### config.mk
export PLATFORM = sky130hd
export DESIGN_NAME = mmu_pfault_irq_ctrl_flat
export DESIGN_NICKNAME = d
export VERILOG_FILES = /design/src/rtl/mmu_pfault_irq_ctrl_pkg.sv /design/src/rtl/mmu_pfault_irq_ctrl_if.sv /design/src/rtl/mmu_pfault_irq_ctrl_rr_arb.sv /design/src/rtl/mmu_pfault_irq_ctrl.sv /design/src/flat_wrapper.sv
export SDC_FILE = /design/constraint.sdc
export NUM_CORES = 1
export LEC_CHECK = 0
export CAP_MARGIN = 15
export CORE_MARGIN = 3
export CORE_UTILIZATION = 36
export CTS_CLUSTER_DIAMETER = 120
export DETAILED_ROUTE_END_ITERATION = 16
export PLACE_DENSITY = 0.76
export SLEW_MARGIN = 10
export SYNTH_ARGS = -nofsm -noshare
export SYNTH_HDL_FRONTEND = slang
export SYNTH_SLANG_ARGS = --single-unit
### constraint.sdc
create_clock -name aclk -period 4.3 [get_ports aclk]
set_input_delay 0.86 -clock aclk [delete_from_list [all_inputs] [get_ports aclk]]
set_output_delay 0.86 -clock aclk [all_outputs]
set_load 0.01 [all_outputs]
### src/rtl/mmu_pfault_irq_ctrl_pkg.sv
// Shared types for the MMU page-fault responder: latched fault record, FSM states, ctrl bit positions.
package mmu_pfault_irq_ctrl_pkg;

    localparam int PF_VADDR_W = 48;
    localparam int PF_LEN_W   = 28;
    localparam int PF_PID_W   = 6;

    localparam int PF_CTRL_RESTART_BIT = 0;
    localparam int PF_CTRL_ABORT_BIT   = 1;

    typedef enum logic [1:0] {
        ST_IDLE,
        ST_IRQ,
        ST_WAIT,
        ST_RESP
    } pf_state_t;

    typedef struct packed {
        logic [PF_VADDR_W-1:0] vaddr;
        logic [PF_LEN_W-1:0]   rng;
        logic [PF_PID_W-1:0]   pid;
        logic                  wr;
    } pfault_t;

    function automatic logic [7:0] sat_inc8(input logic [7:0] v);
        return (v == 8'hFF) ? v : v + 8'd1;
    endfunction

endpackage

### src/rtl/mmu_pfault_irq_ctrl_if.sv
// Bundle of fault notification, host irq/ctrl, response and status signals of one vFPGA responder.
interface mmu_pfault_irq_ctrl_if #(
    parameter int VADDR_BITS = 48,
    parameter int LEN_BITS   = 28,
    parameter int PID_BITS   = 6
);
    logic                  pf_rd_valid, pf_rd_ready;
    logic [VADDR_BITS-1:0] pf_rd_vaddr;
    logic [LEN_BITS-1:0]   pf_rd_rng;
    logic [PID_BITS-1:0]   pf_rd_pid;
    logic                  pf_wr_valid, pf_wr_ready;
    logic [VADDR_BITS-1:0] pf_wr_vaddr;
    logic [LEN_BITS-1:0]   pf_wr_rng;
    logic [PID_BITS-1:0]   pf_wr_pid;
    logic                  irq_valid, irq_ready;
    logic                  ctrl_valid;
    logic [1:0]            ctrl_data;
    logic                  rsp_rd_valid, rsp_rd_ready;
    logic                  rsp_wr_valid, rsp_wr_ready;
    logic                  rsp_restart;
    logic [VADDR_BITS-1:0] stat_vaddr;
    logic [LEN_BITS-1:0]   stat_rng;
    logic [PID_BITS-1:0]   stat_pid;
    logic                  stat_wr;
    logic [3:0]            stat_id;
    logic                  stat_timeout;
    logic [31:0]           stat_fault_cnt;
    logic [7:0]            stat_drop_cnt;

    modport slave (
        input  pf_rd_valid, pf_rd_vaddr, pf_rd_rng, pf_rd_pid,
        input  pf_wr_valid, pf_wr_vaddr, pf_wr_rng, pf_wr_pid,
        input  irq_ready, ctrl_valid, ctrl_data, rsp_rd_ready, rsp_wr_ready,
        output pf_rd_ready, pf_wr_ready, irq_valid, rsp_rd_valid, rsp_wr_valid, rsp_restart,
        output stat_vaddr, stat_rng, stat_pid, stat_wr, stat_id, stat_timeout,
        output stat_fault_cnt, stat_drop_cnt
    );

    modport master (
        output pf_rd_valid, pf_rd_vaddr, pf_rd_rng, pf_rd_pid,
        output pf_wr_valid, pf_wr_vaddr, pf_wr_rng, pf_wr_pid,
        output irq_ready, ctrl_valid, ctrl_data, rsp_rd_ready, rsp_wr_ready,
        input  pf_rd_ready, pf_wr_ready, irq_valid, rsp_rd_valid, rsp_wr_valid, rsp_restart,
        input  stat_vaddr, stat_rng, stat_pid, stat_wr, stat_id, stat_timeout,
        input  stat_fault_cnt, stat_drop_cnt
    );

endinterface

### src/rtl/mmu_pfault_irq_ctrl_rr_arb.sv
// Two-input round-robin grant between read and write faults; the last-served side loses a tie.
module pfault_rr_arb (
    input  logic clk_i,
    input  logic rst_i,
    input  logic en_i,
    input  logic rd_valid_i,
    input  logic wr_valid_i,
    output logic rd_gnt_o,
    output logic wr_gnt_o
);
    logic last_wr_q, last_wr_d;

    // A grant is a handshake because ready is driven straight from the grant.
    assign rd_gnt_o = en_i & rd_valid_i & (~wr_valid_i | last_wr_q);
    assign wr_gnt_o = en_i & wr_valid_i & (~rd_valid_i | ~last_wr_q);

    always_comb begin
        last_wr_d = last_wr_q;
        if (rd_gnt_o)
            last_wr_d = 1'b0;
        else if (wr_gnt_o)
            last_wr_d = 1'b1;
    end

    always_ff @(posedge clk_i or posedge rst_i) begin
        if (rst_i)
            last_wr_q <= 1'b1;
        else
            last_wr_q <= last_wr_d;
    end

endmodule

### src/rtl/mmu_pfault_irq_ctrl.sv
// Per-vFPGA page-fault responder: arbitrate faults, raise irq, relay host restart/abort to the faulting FSM.
// Optional watchdog abort in ST_WAIT is enabled by defining MMU_PFAULT_TIMEOUT_EN.
module mmu_pfault_irq_ctrl
    import mmu_pfault_irq_ctrl_pkg::*;
#(
    parameter int ID_REG         = 0,
    parameter int VADDR_BITS     = 48,
    parameter int LEN_BITS       = 28,
    parameter int PID_BITS       = 6,
    parameter int TIMEOUT_CYCLES = 1048576
) (
    input logic aclk,
    input logic areset,
    mmu_pfault_irq_ctrl_if.slave bus
);

    if (TIMEOUT_CYCLES < 1 || ID_REG < 0 || ID_REG > 15) begin : g_param_chk
        $error("mmu_pfault_irq_ctrl: TIMEOUT_CYCLES must be >= 1 and ID_REG in 0..15");
    end

    pf_state_t   state_q, state_d;
    pfault_t     fault_q, fault_in;
    logic        restart_q, restart_d;
    logic [31:0] fault_cnt_q;
    logic [7:0]  drop_cnt_q;
    logic        rd_gnt, wr_gnt, accept, ctrl_ok, rsp_ready;

    pfault_rr_arb u_arb (
        .clk_i      (aclk),
        .rst_i      (areset),
        .en_i       (state_q == ST_IDLE),
        .rd_valid_i (bus.pf_rd_valid),
        .wr_valid_i (bus.pf_wr_valid),
        .rd_gnt_o   (rd_gnt),
        .wr_gnt_o   (wr_gnt)
    );

    assign accept    = rd_gnt | wr_gnt;
    assign ctrl_ok   = (state_q == ST_WAIT) && bus.ctrl_valid && (bus.ctrl_data != 2'b00);
    assign rsp_ready = fault_q.wr ? bus.rsp_wr_ready : bus.rsp_rd_ready;

    always_comb begin
        fault_in.vaddr = PF_VADDR_W'(bus.pf_rd_vaddr);
        fault_in.rng   = PF_LEN_W'(bus.pf_rd_rng);
        fault_in.pid   = PF_PID_W'(bus.pf_rd_pid);
        fault_in.wr    = 1'b0;
        if (wr_gnt) begin
            fault_in.vaddr = PF_VADDR_W'(bus.pf_wr_vaddr);
            fault_in.rng   = PF_LEN_W'(bus.pf_wr_rng);
            fault_in.pid   = PF_PID_W'(bus.pf_wr_pid);
            fault_in.wr    = 1'b1;
        end
    end

`ifdef MMU_PFAULT_TIMEOUT_EN
    logic [31:0] wait_cnt_q;
    logic        timeout_q, tmo_fire;

    assign tmo_fire = (state_q == ST_WAIT) && !ctrl_ok && (wait_cnt_q == 32'(TIMEOUT_CYCLES - 1));

    always_ff @(posedge aclk or posedge areset) begin
        if (areset) begin
            wait_cnt_q <= '0;
            timeout_q  <= 1'b0;
        end else begin
            if (state_q == ST_IRQ && bus.irq_ready)
                wait_cnt_q <= '0;
            else if (state_q == ST_WAIT)
                wait_cnt_q <= wait_cnt_q + 32'd1;
            if (accept)
                timeout_q <= 1'b0;
            else if (tmo_fire)
                timeout_q <= 1'b1;
        end
    end

    assign bus.stat_timeout = timeout_q;
`else
    logic tmo_fire;
    assign tmo_fire         = 1'b0;
    assign bus.stat_timeout = 1'b0;
`endif

    always_comb begin
        state_d   = state_q;
        restart_d = restart_q;
        case (state_q)
            ST_IDLE: if (accept) state_d = ST_IRQ;
            ST_IRQ:  if (bus.irq_ready) state_d = ST_WAIT;
            ST_WAIT: begin
                // Abort has priority when the host sets both bits.
                if (ctrl_ok) begin
                    state_d   = ST_RESP;
                    restart_d = ~bus.ctrl_data[PF_CTRL_ABORT_BIT] & bus.ctrl_data[PF_CTRL_RESTART_BIT];
                end else if (tmo_fire) begin
                    state_d   = ST_RESP;
                    restart_d = 1'b0;
                end
            end
            ST_RESP: if (rsp_ready) state_d = ST_IDLE;
            default: state_d = ST_IDLE;
        endcase
    end

    always_ff @(posedge aclk or posedge areset) begin
        if (areset) begin
            state_q     <= ST_IDLE;
            restart_q   <= 1'b0;
            fault_q     <= '0;
            fault_cnt_q <= '0;
            drop_cnt_q  <= '0;
        end else begin
            state_q   <= state_d;
            restart_q <= restart_d;
            if (accept) begin
                fault_q     <= fault_in;
                fault_cnt_q <= fault_cnt_q + 32'd1;
            end
            if (bus.ctrl_valid && !ctrl_ok)
                drop_cnt_q <= sat_inc8(drop_cnt_q);
        end
    end

    assign bus.pf_rd_ready    = rd_gnt;
    assign bus.pf_wr_ready    = wr_gnt;
    assign bus.irq_valid      = (state_q == ST_IRQ);
    assign bus.rsp_rd_valid   = (state_q == ST_RESP) && !fault_q.wr;
    assign bus.rsp_wr_valid   = (state_q == ST_RESP) && fault_q.wr;
    assign bus.rsp_restart    = restart_q;
    assign bus.stat_vaddr     = VADDR_BITS'(fault_q.vaddr);
    assign bus.stat_rng       = LEN_BITS'(fault_q.rng);
    assign bus.stat_pid       = PID_BITS'(fault_q.pid);
    assign bus.stat_wr        = fault_q.wr;
    assign bus.stat_id        = 4'(ID_REG);
    assign bus.stat_fault_cnt = fault_cnt_q;
    assign bus.stat_drop_cnt  = drop_cnt_q;

endmodule
### src/flat_wrapper.sv
// flat-port wrapper written by rule: the top's interface ports become plain ports
module mmu_pfault_irq_ctrl_flat import mmu_pfault_irq_ctrl_pkg::*;
#(
    parameter int ID_REG         = 0,
    parameter int VADDR_BITS     = 48,
    parameter int LEN_BITS       = 28,
    parameter int PID_BITS       = 6,
    parameter int TIMEOUT_CYCLES = 1048576
)
  (aclk, areset, bus_pf_rd_valid, bus_pf_rd_vaddr, bus_pf_rd_rng, bus_pf_rd_pid, bus_pf_wr_valid, bus_pf_wr_vaddr, bus_pf_wr_rng, bus_pf_wr_pid, bus_irq_ready, bus_ctrl_valid, bus_ctrl_data, bus_rsp_rd_ready, bus_rsp_wr_ready, bus_pf_rd_ready, bus_pf_wr_ready, bus_irq_valid, bus_rsp_rd_valid, bus_rsp_wr_valid, bus_rsp_restart, bus_stat_vaddr, bus_stat_rng, bus_stat_pid, bus_stat_wr, bus_stat_id, bus_stat_timeout, bus_stat_fault_cnt, bus_stat_drop_cnt);
  mmu_pfault_irq_ctrl_if #(.VADDR_BITS(VADDR_BITS), .LEN_BITS(LEN_BITS), .PID_BITS(PID_BITS)) bus_i ();
  input logic aclk;
  input logic areset;
  input wire logic [$bits(bus_i.pf_rd_valid)-1:0] bus_pf_rd_valid;
  input wire logic [$bits(bus_i.pf_rd_vaddr)-1:0] bus_pf_rd_vaddr;
  input wire logic [$bits(bus_i.pf_rd_rng)-1:0] bus_pf_rd_rng;
  input wire logic [$bits(bus_i.pf_rd_pid)-1:0] bus_pf_rd_pid;
  input wire logic [$bits(bus_i.pf_wr_valid)-1:0] bus_pf_wr_valid;
  input wire logic [$bits(bus_i.pf_wr_vaddr)-1:0] bus_pf_wr_vaddr;
  input wire logic [$bits(bus_i.pf_wr_rng)-1:0] bus_pf_wr_rng;
  input wire logic [$bits(bus_i.pf_wr_pid)-1:0] bus_pf_wr_pid;
  input wire logic [$bits(bus_i.irq_ready)-1:0] bus_irq_ready;
  input wire logic [$bits(bus_i.ctrl_valid)-1:0] bus_ctrl_valid;
  input wire logic [$bits(bus_i.ctrl_data)-1:0] bus_ctrl_data;
  input wire logic [$bits(bus_i.rsp_rd_ready)-1:0] bus_rsp_rd_ready;
  input wire logic [$bits(bus_i.rsp_wr_ready)-1:0] bus_rsp_wr_ready;
  output wire logic [$bits(bus_i.pf_rd_ready)-1:0] bus_pf_rd_ready;
  output wire logic [$bits(bus_i.pf_wr_ready)-1:0] bus_pf_wr_ready;
  output wire logic [$bits(bus_i.irq_valid)-1:0] bus_irq_valid;
  output wire logic [$bits(bus_i.rsp_rd_valid)-1:0] bus_rsp_rd_valid;
  output wire logic [$bits(bus_i.rsp_wr_valid)-1:0] bus_rsp_wr_valid;
  output wire logic [$bits(bus_i.rsp_restart)-1:0] bus_rsp_restart;
  output wire logic [$bits(bus_i.stat_vaddr)-1:0] bus_stat_vaddr;
  output wire logic [$bits(bus_i.stat_rng)-1:0] bus_stat_rng;
  output wire logic [$bits(bus_i.stat_pid)-1:0] bus_stat_pid;
  output wire logic [$bits(bus_i.stat_wr)-1:0] bus_stat_wr;
  output wire logic [$bits(bus_i.stat_id)-1:0] bus_stat_id;
  output wire logic [$bits(bus_i.stat_timeout)-1:0] bus_stat_timeout;
  output wire logic [$bits(bus_i.stat_fault_cnt)-1:0] bus_stat_fault_cnt;
  output wire logic [$bits(bus_i.stat_drop_cnt)-1:0] bus_stat_drop_cnt;
  assign bus_i.pf_rd_valid = bus_pf_rd_valid;
  assign bus_i.pf_rd_vaddr = bus_pf_rd_vaddr;
  assign bus_i.pf_rd_rng = bus_pf_rd_rng;
  assign bus_i.pf_rd_pid = bus_pf_rd_pid;
  assign bus_i.pf_wr_valid = bus_pf_wr_valid;
  assign bus_i.pf_wr_vaddr = bus_pf_wr_vaddr;
  assign bus_i.pf_wr_rng = bus_pf_wr_rng;
  assign bus_i.pf_wr_pid = bus_pf_wr_pid;
  assign bus_i.irq_ready = bus_irq_ready;
  assign bus_i.ctrl_valid = bus_ctrl_valid;
  assign bus_i.ctrl_data = bus_ctrl_data;
  assign bus_i.rsp_rd_ready = bus_rsp_rd_ready;
  assign bus_i.rsp_wr_ready = bus_rsp_wr_ready;
  assign bus_pf_rd_ready = bus_i.pf_rd_ready;
  assign bus_pf_wr_ready = bus_i.pf_wr_ready;
  assign bus_irq_valid = bus_i.irq_valid;
  assign bus_rsp_rd_valid = bus_i.rsp_rd_valid;
  assign bus_rsp_wr_valid = bus_i.rsp_wr_valid;
  assign bus_rsp_restart = bus_i.rsp_restart;
  assign bus_stat_vaddr = bus_i.stat_vaddr;
  assign bus_stat_rng = bus_i.stat_rng;
  assign bus_stat_pid = bus_i.stat_pid;
  assign bus_stat_wr = bus_i.stat_wr;
  assign bus_stat_id = bus_i.stat_id;
  assign bus_stat_timeout = bus_i.stat_timeout;
  assign bus_stat_fault_cnt = bus_i.stat_fault_cnt;
  assign bus_stat_drop_cnt = bus_i.stat_drop_cnt;
  mmu_pfault_irq_ctrl #(.ID_REG(ID_REG), .VADDR_BITS(VADDR_BITS), .LEN_BITS(LEN_BITS), .PID_BITS(PID_BITS), .TIMEOUT_CYCLES(TIMEOUT_CYCLES)) u_core (.aclk(aclk), .areset(areset), .bus(bus_i));
endmodule
==> metrics.md <==
| Metric | Value |
|---|---|
| Post-Syn Area | 5860 um2 |
| TNS Setup | 0 ns |
| GRT Max-Usage Layer | met2 |
| Core Area | 15900 um2 |
| Hpwl dp | 12.9 mm |
| Pre-CTS WS | about 1.2 ns |
| # DRC | 0 |
| Met2 Track Usage GR | 0.337 |
| Cts bufs inserted | 17 |
| Share of Yosys cell area claimed by the top area cell type | 0.538 |
| M3 GR Usage | 0.0744 |
| DP Cell Count | about 1100 |
| Pwr Total | about 6000 uW |
| Final GP Congestion | between 0.8 and 0.9 |
| Most used cell, CP | clkdlybuf4s50_1 |
| Cts repair resizes | 0 |
| Crit-path slowest cell | clkdlybuf4s50_1 |
| Post-synth cell types | 37 |
| Starting Density | 0.369 |
| FF+latch count, synth | ~130 |
| Largest net degree at the start of global routing | 84 |
| Fin crit share | 0.733 |
| Status | complete, no violations |
| Period minus WS final | around 3.2 ns |
| Routed wire length | 17.9 mm |
| Root Buffer | clkbuf_16 |
| Top-Level Pins | about 300 |
| H-tree levels | 4 |
| Final Non-Filler Cells | between 1000 and 1500 |
| Synth warn | 0 |
| First-pass GRT wire length | about 28 mm |
| Worst skew pair latency | between 0.4 and 0.5 ns |
| Drt pass-1 iters | 4 |
| Clk slew on worst S/H paths | 0.06 ns |
| Worst-path maximum fanout | 6 |
| CTS Hold Bufs | 0 |
| GRT Util Overall | 0.198 |
| Critical path type | primary input to output pin |
| GRT Residual Overflow | 0 |
| Number of global-route vias before repair | 5400 |
| Max Slew Vio Count | 0 |
| # clock sinks | roughly 130 |
| Worst Setup Slack, final | between 1 and 1.5 ns |
| Seq/Total Area, Yosys | 0.543 |
| IO buf count | slightly above 300 |
| Setup violators final | 0 |
| R2r setup slk | roughly 1.9 ns |
| M1 GR Usage | 0.227 |
| Nets@finish | about 1100 |
| Fmax | 317 MHz |
| CP Capture Type | output pin |
| WL/cell | roughly 15 um |
| Max Clock Skew | between 0.006 and 0.007 ns |
| Postcts setup bufs | 0 |
| CTS tree | done |
| Min-Delay Path Class | flop to flop |
| Die width | around 130 um |
| Clk buf depth | 2 |
| Initial antenna violation count | 0 |
| Max-Cap Viols | 0 |
| Syn Area/Cell | 9.10 um2 |
| Worst Tran Pin Value | roughly 0.96 ns |
| Antenna cell count | 0 |
| Initial DRC Count | 259 |
| Antenna-violating nets left | 0 |
| Slew Limit Headroom | 0.361 |
| Worst VDD drop | between 0.2 and 0.3 mV |
| Pwr/cell area | 621 nW/um2 |
| Die height | ~130 um |
| Worst path cell trace | clkdlybuf4s50_1 > nand2_1 > a21oi_1 > clkdlybuf4s50_1 |
| Top cells by area, synth | dfrtp_1, nand2_1, a31oi_1 |
| Share of layout cells above drive strength 1 | 0.0583 |
| Crit start category | primary input |
| LEAKAGE | 0.00407 uW |
| Syn Inst Count | 644 |
| Post-synthesis to final-layout area growth | 64.5% |
| Full die area | 17800 um2 |
| Worst Path Arrival | approximately 2.3 ns |
| Hold Fails Final Rpt | 0 |
| Routed vias | 5501 |
| Unrepaired setup endpoints after global routing | false |
| Area leader, netlist | dfrtp_1 |
| Vias/cell | ~4.7 |
| Row cnt | 46 |
| Critical Path RT | about 3.4 ns |
| Max incr delay on CP | around 0.6 ns |
==> path summary, 6_finish.rpt <==
kind,from,endpoint,cells after the start
max in group asynchronous,areset,u_core.bus.stat_rng[14]$_DFFE_PP0P_,3
min in group asynchronous,areset,u_core.bus.stat_pid[2]$_DFFE_PP0P_,2
max,bus_pf_rd_valid,bus_pf_rd_ready,4
max reg2reg,u_core.state_q[0]$_DFFE_PP0P_,u_core.bus.stat_rng[20]$_DFFE_PP0P_,7
min reg2reg,u_core.bus.stat_fault_cnt[31]$_DFFE_PP0P_,u_core.bus.stat_fault_cnt[31]$_DFFE_PP0P_,1
min,u_core.bus.stat_fault_cnt[31]$_DFFE_PP0P_,u_core.bus.stat_fault_cnt[31]$_DFFE_PP0P_,1
==> sequential cells by signal, indices dropped and copies added (netlist names) <==
register                   count
u_core.bus.rsp_restart         1
u_core.bus.stat_pid            6
u_core.bus.stat_vaddr         48
u_core.bus.stat_drop_cnt       8
u_core.u_arb.last_wr_q         1
u_core.bus.stat_rng           28
u_core.bus.stat_wr             1
u_core.state_q                 2
u_core.bus.stat_fault_cnt     32
==> cell usage after synthesis <==
master and n:
and3_1 5, buf_1 8, xnor2_1 27, buf_4 6, o2111a_2 1, nor2_2 4
o21ai_0 5, xnor2_2 2, nor2_4 1, buf_6 1, or2_1 1, clkbuf_1 16
a221o_1 1, dfstp_2 1, a21oi_1 2, and2_1 2, nand2b_4 2, a31oi_1 85
conb_1 1, nor2b_1 2, nand2_1 183, nand4_2 1, nor2_1 88, and4_1 5
nor3_4 1, inv_1 9, dfrtp_1 126, nor3b_2 1, o21a_1 1, nand3_1 11
mux2i_1 2, xor2_1 9, mux2_2 2, ha_1 6, buf_2 13, nand4_1 12
a21oi_2 1
==> power breakdown <==
part	internal, uW	total [uW]	switching [uW]
Combinational	1350	2560	1220
Clock	925	1450	521
Sequential	1670	1970	306
Total	3940	5980	2040
==> cell type report <==
cell class,instances,area [um2]
Clock buffer,22,454
Clock inverter,10,138
Fill cell,1382,6250
Inverter,9,36.3
Multi-Input combinational cell,468,2470
Sequential cell,127,3180
Tap cell,216,270
Timing Repair Buffer,308,3090
==> worst max-delay path: cells and delay by family <==
family                 cells  cell delay [ns]
buffers and inverters      2             1.17
AO/OA/AOI/OAI              1             0.17
AND/OR/NAND/NOR            1             0.09
==> cell families after synthesis <==
kind of cell / after synthesis / synth area share
fa+ha+maj: 6 / 0.0128
xor+xnor: 38 / 0.0594
buf+inv: 53 / 0.0419
flops: 127 / 0.543
compound gates: 96 / 0.103
other cells: 1 / 0.000640
mux: 4 / 0.00726
simple gates: 319 / 0.232
==> through the flow <==
| stage | cell area [um2] | util | hold slack, ns |
|---|---|---|---|
| finish | 9640 | 0.607 | 0.473 |
| global route | 9640 | 0.607 | 0.505 |
| CTS | 9640 | 0.607 | 0.474 |
| detailed placement | 9050 | 0.570 | 0.466 |
| global placement | 9050 | 0.570 | 0.459 |
| floorplan | 5870 | - | 0.508 |
==> routing by layer <==
metal	part of all wire	wire length [um]	up-vias
li1	-	-	2731
met1	0.39	7020	2524
met2	0.50	9000	219
met3	0.085	1530	27
met4	0.021	371	0
met5	0	0	-
==> cells in the final DEF (no fill, tap or decap), drive strengths merged, types with 6 or more instances in the layout <==
cell type and instances:
ha 6, xnor2 29, nand4 13, buf 6, a31oi 85, nor2 93, clkdlybuf4s50 302, nand2 183
clkbuf 22, inv 9, dfrtp 126, xor2 9, nand3 11
(Power assumes the default switching activity.)
